--- src/rtl/result_write_arbiter_if.sv ---
// Lane-side write streams and frame-buffer pixel port of result_write_arbiter.
// master = lane array / frame-buffer side, slave = the arbiter.
interface result_write_arbiter_if #(
  parameter int unsigned NUM_PARALLEL = 4,
  parameter int unsigned WIDTH_BITS   = 8,
  parameter int unsigned HEIGHT_BITS  = 8
);
  logic [NUM_PARALLEL*WIDTH_BITS-1:0]  iCol;
  logic [NUM_PARALLEL*HEIGHT_BITS-1:0] iRow;
  logic [NUM_PARALLEL-1:0]             iData;
  logic [NUM_PARALLEL-1:0]             iWren;
  logic [NUM_PARALLEL-1:0]             oReady;
  logic [7:0]                          oX;
  logic [7:0]                          oY;
  logic [2:0]                          oR;
  logic [2:0]                          oG;
  logic [2:0]                          oB;
  logic                                oWren;
  logic                                oBusy;
  logic [NUM_PARALLEL-1:0]             oOverflow;
  logic [WIDTH_BITS+HEIGHT_BITS:0]     oWriteCount;

  modport master (
    output iCol, iRow, iData, iWren,
    input  oReady, oX, oY, oR, oG, oB, oWren, oBusy, oOverflow, oWriteCount
  );

  modport slave (
    input  iCol, iRow, iData, iWren,
    output oReady, oX, oY, oR, oG, oB, oWren, oBusy, oOverflow, oWriteCount
  );
endinterface

--- src/rtl/result_write_arbiter.sv ---
// Per-lane result FIFOs drained round-robin, one pixel per clock, into the
// single frame-buffer write port.
module result_write_arbiter #(
  parameter int unsigned NUM_PARALLEL_BITS = 2,
  parameter int unsigned NUM_PARALLEL      = 2 ** NUM_PARALLEL_BITS,
  parameter int unsigned WIDTH_BITS        = 8,
  parameter int unsigned HEIGHT_BITS       = 8,
  parameter int unsigned FIFO_DEPTH_BITS   = 2
) (
  input logic                   clock,
  input logic                   reset,
  result_write_arbiter_if.slave bus
);
  localparam int unsigned DEPTH = 2 ** FIFO_DEPTH_BITS;
  localparam int unsigned EW    = HEIGHT_BITS + WIDTH_BITS + 1;

  typedef logic [NUM_PARALLEL_BITS-1:0] lane_t;
  typedef logic [FIFO_DEPTH_BITS-1:0]   fptr_t;
  typedef logic [FIFO_DEPTH_BITS:0]     cnt_t;
  typedef logic [EW-1:0]                entry_t;

  entry_t mem_q    [NUM_PARALLEL][DEPTH];
  fptr_t  wr_ptr_q [NUM_PARALLEL];
  fptr_t  rd_ptr_q [NUM_PARALLEL];
  cnt_t   count_q  [NUM_PARALLEL];
  cnt_t   count_d  [NUM_PARALLEL];

  logic [NUM_PARALLEL-1:0] nonempty;
  logic [NUM_PARALLEL-1:0] ready;
  logic [NUM_PARALLEL-1:0] push;
  logic [NUM_PARALLEL-1:0] drop;
  logic [NUM_PARALLEL-1:0] pop;
  logic [NUM_PARALLEL-1:0] overflow_q;

  lane_t  rr_ptr_q;
  lane_t  scan;
  lane_t  grant_idx;
  logic   grant_valid;
  entry_t head;

  logic [7:0]                      x_q;
  logic [7:0]                      y_q;
  logic                            pix_q;
  logic                            wren_q;
  logic [WIDTH_BITS+HEIGHT_BITS:0] wcount_q;

  // Readiness depends only on stored occupancy, so a full lane stays
  // blocked even in the cycle it is being popped.
  always_comb begin
    nonempty = '0;
    ready    = '0;
    push     = '0;
    drop     = '0;
    for (int unsigned i = 0; i < NUM_PARALLEL; i++) begin
      nonempty[i] = (count_q[i] != '0);
      ready[i]    = (count_q[i] != cnt_t'(DEPTH)) && !reset;
      push[i]     = bus.iWren[i] && ready[i];
      drop[i]     = bus.iWren[i] && !ready[i];
    end
  end

  always_comb begin
    grant_valid = 1'b0;
    grant_idx   = '0;
    scan        = rr_ptr_q;
    for (int unsigned k = 0; k < NUM_PARALLEL; k++) begin
      scan = rr_ptr_q + lane_t'(k);
      if (!grant_valid && nonempty[scan]) begin
        grant_valid = 1'b1;
        grant_idx   = scan;
      end
    end
  end

  always_comb begin
    pop = '0;
    for (int unsigned i = 0; i < NUM_PARALLEL; i++) begin
      pop[i]     = grant_valid && (grant_idx == lane_t'(i));
      count_d[i] = count_q[i] + cnt_t'(push[i]) - cnt_t'(pop[i]);
    end
  end

  assign head = mem_q[grant_idx][rd_ptr_q[grant_idx]];

  always_ff @(posedge clock or posedge reset) begin
    if (reset) begin
      for (int unsigned i = 0; i < NUM_PARALLEL; i++) begin
        wr_ptr_q[i] <= '0;
        rd_ptr_q[i] <= '0;
        count_q[i]  <= '0;
      end
      overflow_q <= '0;
    end else begin
      for (int unsigned i = 0; i < NUM_PARALLEL; i++) begin
        if (push[i]) wr_ptr_q[i] <= wr_ptr_q[i] + 1'b1;
        if (pop[i])  rd_ptr_q[i] <= rd_ptr_q[i] + 1'b1;
        count_q[i] <= count_d[i];
        if (drop[i]) overflow_q[i] <= 1'b1;
      end
    end
  end

  always_ff @(posedge clock) begin
    for (int unsigned i = 0; i < NUM_PARALLEL; i++) begin
      if (push[i]) begin
        mem_q[i][wr_ptr_q[i]] <= {bus.iRow[i*HEIGHT_BITS +: HEIGHT_BITS],
                                  bus.iCol[i*WIDTH_BITS +: WIDTH_BITS],
                                  bus.iData[i]};
      end
    end
  end

  // Frame-buffer x comes from the lane row, y from the lane column.
  always_ff @(posedge clock or posedge reset) begin
    if (reset) begin
      rr_ptr_q <= '0;
      x_q      <= '0;
      y_q      <= '0;
      pix_q    <= 1'b0;
      wren_q   <= 1'b0;
      wcount_q <= '0;
    end else begin
      wren_q <= grant_valid;
      if (grant_valid) begin
        x_q      <= 8'(head[EW-1 -: HEIGHT_BITS]);
        y_q      <= 8'(head[WIDTH_BITS:1]);
        pix_q    <= head[0];
        rr_ptr_q <= grant_idx + 1'b1;
        wcount_q <= wcount_q + 1'b1;
      end
    end
  end

  assign bus.oReady      = ready;
  assign bus.oX          = x_q;
  assign bus.oY          = y_q;
  assign bus.oR          = {3{pix_q}};
  assign bus.oG          = {3{pix_q}};
  assign bus.oB          = {3{pix_q}};
  assign bus.oWren       = wren_q;
  assign bus.oBusy       = (|nonempty) || wren_q;
  assign bus.oOverflow   = overflow_q;
  assign bus.oWriteCount = wcount_q;
endmodule

--- src/flat_wrapper.sv ---
// flat-port wrapper written by rule: the top's interface ports become plain ports
module result_write_arbiter_flat 
#(
  parameter int unsigned NUM_PARALLEL_BITS = 2,
  parameter int unsigned NUM_PARALLEL      = 2 ** NUM_PARALLEL_BITS,
  parameter int unsigned WIDTH_BITS        = 8,
  parameter int unsigned HEIGHT_BITS       = 8,
  parameter int unsigned FIFO_DEPTH_BITS   = 2
)
  (clock, reset, bus_iCol, bus_iRow, bus_iData, bus_iWren, bus_oReady, bus_oX, bus_oY, bus_oR, bus_oG, bus_oB, bus_oWren, bus_oBusy, bus_oOverflow, bus_oWriteCount);
  result_write_arbiter_if #(.NUM_PARALLEL(NUM_PARALLEL), .WIDTH_BITS(WIDTH_BITS), .HEIGHT_BITS(HEIGHT_BITS)) bus_i ();
  input logic clock;
  input logic reset;
  input wire logic [$bits(bus_i.iCol)-1:0] bus_iCol;
  input wire logic [$bits(bus_i.iRow)-1:0] bus_iRow;
  input wire logic [$bits(bus_i.iData)-1:0] bus_iData;
  input wire logic [$bits(bus_i.iWren)-1:0] bus_iWren;
  output wire logic [$bits(bus_i.oReady)-1:0] bus_oReady;
  output wire logic [$bits(bus_i.oX)-1:0] bus_oX;
  output wire logic [$bits(bus_i.oY)-1:0] bus_oY;
  output wire logic [$bits(bus_i.oR)-1:0] bus_oR;
  output wire logic [$bits(bus_i.oG)-1:0] bus_oG;
  output wire logic [$bits(bus_i.oB)-1:0] bus_oB;
  output wire logic [$bits(bus_i.oWren)-1:0] bus_oWren;
  output wire logic [$bits(bus_i.oBusy)-1:0] bus_oBusy;
  output wire logic [$bits(bus_i.oOverflow)-1:0] bus_oOverflow;
  output wire logic [$bits(bus_i.oWriteCount)-1:0] bus_oWriteCount;
  assign bus_i.iCol = bus_iCol;
  assign bus_i.iRow = bus_iRow;
  assign bus_i.iData = bus_iData;
  assign bus_i.iWren = bus_iWren;
  assign bus_oReady = bus_i.oReady;
  assign bus_oX = bus_i.oX;
  assign bus_oY = bus_i.oY;
  assign bus_oR = bus_i.oR;
  assign bus_oG = bus_i.oG;
  assign bus_oB = bus_i.oB;
  assign bus_oWren = bus_i.oWren;
  assign bus_oBusy = bus_i.oBusy;
  assign bus_oOverflow = bus_i.oOverflow;
  assign bus_oWriteCount = bus_i.oWriteCount;
  result_write_arbiter #(.NUM_PARALLEL_BITS(NUM_PARALLEL_BITS), .NUM_PARALLEL(NUM_PARALLEL), .WIDTH_BITS(WIDTH_BITS), .HEIGHT_BITS(HEIGHT_BITS), .FIFO_DEPTH_BITS(FIFO_DEPTH_BITS)) u_core (.clock(clock), .reset(reset), .bus(bus_i));
endmodule
--- config.mk ---
export PLATFORM = sky130hd
export DESIGN_NAME = result_write_arbiter_flat
export DESIGN_NICKNAME = d
export VERILOG_FILES = /design/src/rtl/result_write_arbiter_if.sv /design/src/rtl/result_write_arbiter.sv /design/src/flat_wrapper.sv
export SDC_FILE = /design/constraint.sdc
export NUM_CORES = 1
export LEC_CHECK = 0
export BUFFER_PORTS_ARGS = -buffer_cell sky130_fd_sc_hd__buf_2
export CAP_MARGIN = 20
export CORE_MARGIN = 8
export CORE_UTILIZATION = 30
export CTS_BUF_LIST = sky130_fd_sc_hd__clkbuf_4 sky130_fd_sc_hd__clkbuf_8
export CTS_CLUSTER_SIZE = 16
export DETAILED_ROUTE_END_ITERATION = 10
export PLACE_DENSITY_LB_ADDON = 0.12
export SLEW_MARGIN = 15
export SYNTH_ARGS = -nofsm -noshare
export SYNTH_HDL_FRONTEND = slang
export SYNTH_SLANG_ARGS = --single-unit
--- constraint.sdc ---
create_clock -name clock -period 3.9 [get_ports clock]
set_clock_uncertainty 0.1 [all_clocks]
set_input_delay 0.78 -clock clock [delete_from_list [all_inputs] [get_ports clock]]
set_output_delay 0.78 -clock clock [all_outputs]
set_load 0.01 [all_outputs]
==> results.toml <==
[run_status]
run_status = "complete, no violations"

[floorplanning]
die_x_um = 235
die_h_um = 235
initial_core_util_pct = 30.3
fp.coreArea_sq_um = 47500
die-area_sq_um = 55300
ios = 126
rows = 80

[yosys]
yosysMostFrequentCell = "edfxtp_1"
synth-edff-count = 272
syn_avg_cell_area_sq_um = 15.3
yosysWarnings = 0
mappedNetlistNets = 1047
synth_cells = 944
netlist_top_cells_area = "edfxtp_1 (57%), dfrtp_1 (12%), mux2i_1 (6.9%)"
yosys.area.top_type = "edfxtp_1"
ys_seq_area_share_pct = 68.7
netlist.area_leader.share_pct = 56.7
ys_async_sr_fraction_pct = 20.2
synth_area_sq_um = 14400
synthTopCellsByCount = "edfxtp_1 (272), mux2i_1 (99), nand2_1 (73)"
ys_ff_latch = 341
ys_types = 53
synth_ff_type = "edfxtp_1"

[layout]
final_cells = 1778
utilization_pct = 35.8
regArea_sq_um = 9890
n_fill_cell = 4544
areaGrowthSynthToFinish_pct = 18.0
drive_above_1_share_pct = 25.0
final_nets = 1211
multi_input_area_sq_um = 4040

[critical_path]
required_ns = 3.02
critPathKind = "reg -> out"
r2r-start = "u_core.count_q[10]"
end_kind = "output port"
worstSetupStartpointType = "flop"
critPathMaxFanout = 4
r2r_cells = 8
reg2reg_to = "u_core.bus.oY[7]"
cp.arrival_ns = 2.69
regToRegSetupSlack_ns = 0.45

[placement]
numPortBuffers = 125
gp_congestion = 0.733
dp_slack_ns = 0.461
dp.cells = 1662
dp_hpwl_um = 28300

[timing]
slew_headroom_pct = 48.3
period_share_pct = 91.5
setup_viol = 0
worst_slew_pin_slew_ns = 0.776
setup_tns_ns = 0
finalMaxSlewViolations = 0
period_minus_slack_ns = 3.57
hold_slack_ns = 0.0960
fin_ws_ns = 0.333
rsz0062_at_grt = "no"
hold_viol = 0
fmax_ghz = 0.280

[job]
cap_violations = 0

[clocking]
clock_latency_ns = 0.65
cts_tree = "built"
numCtsBuffers = 59
post_cts_resized = 0
cts_setup_buffers = 0
root_buffer = "clkbuf_8"
cts_num_sinks = 341
clk_pin_slew_ns = 0.06
h-tree-depth = 2
clockBufferDepth = 3
cts.hold.buffers_added = 0

[detailed_routing]
antenna_left = 0
drcViolationCount = 0
vias_per_cell = 4.86
dr.pass1.iters = 5
drt_iter0_markers = 561
drt_wl_total_um = 46000
routedWlPerCell_um = 25.9
via_count = 8642

[global_route]
grt_pass1_vias = 9018
grt_first_pass_wirelength_um = 65600
grt_start_max_net_pins = 73
antenna_found_initial = 15
grt-ovfl-total = 0
grt_use_total_pct = 16.3

[hold_path]
hp-class = "in -> async"

[power_and_ir_drop]
peakVddDrop_uv = 562
power.density_nw_per_um2 = 939
power_leakage_nw = 6.48
-- routing by layer --
metal  routed length [um]  up-vias  global-route usage [%]
met3                 2560       89                    4.04
met5                  105        -                       0
met2                21300      204                    26.1
met1                20900     4405                    21.4
li1                     -     3928                       -
met4                 1060       16                    5.33
-- cell type report --
cell class / instances / area share, %
diodes: 4 / 0.0589
clock buffers: 92 / 6.45
clock inverters: 20 / 0.552
inverters: 36 / 0.802
multi-input cells: 506 / 23.8
flip-flops and latches: 341 / 58.2
well taps: 615 / 4.53
repair buffers: 164 / 5.62
-- report_power, final --
group	leakage [nW]	switching (mW)	total, mW	internal (mW)
Combinational	2.56	4.58	7.71	3.13
Clock	0.649	1.47	3.26	1.79
Sequential	3.28	0.373	4.99	4.62
Total	6.48	6.42	16.0	9.54
-- sequential cells by signal, summed over array words and instances, names as in the netlist --
register and cells:
u_core.pix_q 1, u_core.bus.oOverflow 4, u_core.count_q 12, u_core.bus.oX 8, u_core.rr_ptr_q 2, u_core.bus.oWren 1
u_core.mem_q 272, u_core.bus.oY 8, u_core.wr_ptr_q 8, u_core.rd_ptr_q 8, u_core.bus.oWriteCount 17
-- logic make-up after synthesis --
group                    Yosys count  share of synthesized area [%]
multiplexers                     115                           8.13
adder cells (fa/ha/maj)           29                           2.73
AND/OR/NAND/NOR                  173                           5.97
buffers and inverters             97                           3.48
AO/OA/AOI/OAI                    153                           8.79
flip-flops                       341                           68.7
XOR/XNOR                          36                           2.19
-- worst max path at each step --
stage,start,endpoint,slack [ns],cells past startpoint
final,u_core.count_q[6],bus_oBusy,0.33,6
after global routing,u_core.count_q[6],bus_oBusy,0.07,6
after CTS,u_core.count_q[6],bus_oBusy,0.11,6
after detailed placement,u_core.count_q[10],u_core.bus.oY[7],0.46,8
after global placement,u_core.count_q[10],u_core.bus.oX[3],0.50,8
after floorplan,u_core.count_q[4],u_core.count_q[11],0.58,13
-- critical path, stage by stage, from the launching register on --
cell,delay (ns)
dfrtp_1,0.41
nor3_1,0.39
nand2_1,0.24
nor3_4,0.41
clkinv_1,0.16
or2_2,0.29
buf_2,0.14
-- placed cells by master, fill, tap and decap left out, types with 20 or more instances in the layout --
cell type,instances
ha_1,25
dfrtp_1,69
xnor2_1,29
clkbuf_8,65
a32oi_1,20
a221oi_1,34
buf_2,125
nand2_1,73
inv_1,34
mux2i_1,99
edfxtp_1,272
clkbuf_4,27
and2_1,35
buf_4,36
-- metrics by stage --
step | power, mW | instance area, sq um
after floorplan | 10.5 | 14400
after global placement | 12.9 | 15800
after detailed placement | 12.9 | 15800
after CTS | 16.2 | 17000
after global routing | 16.9 | 17000
final | 16.0 | 17000
Note: power is estimated with default switching activity, not from simulation.
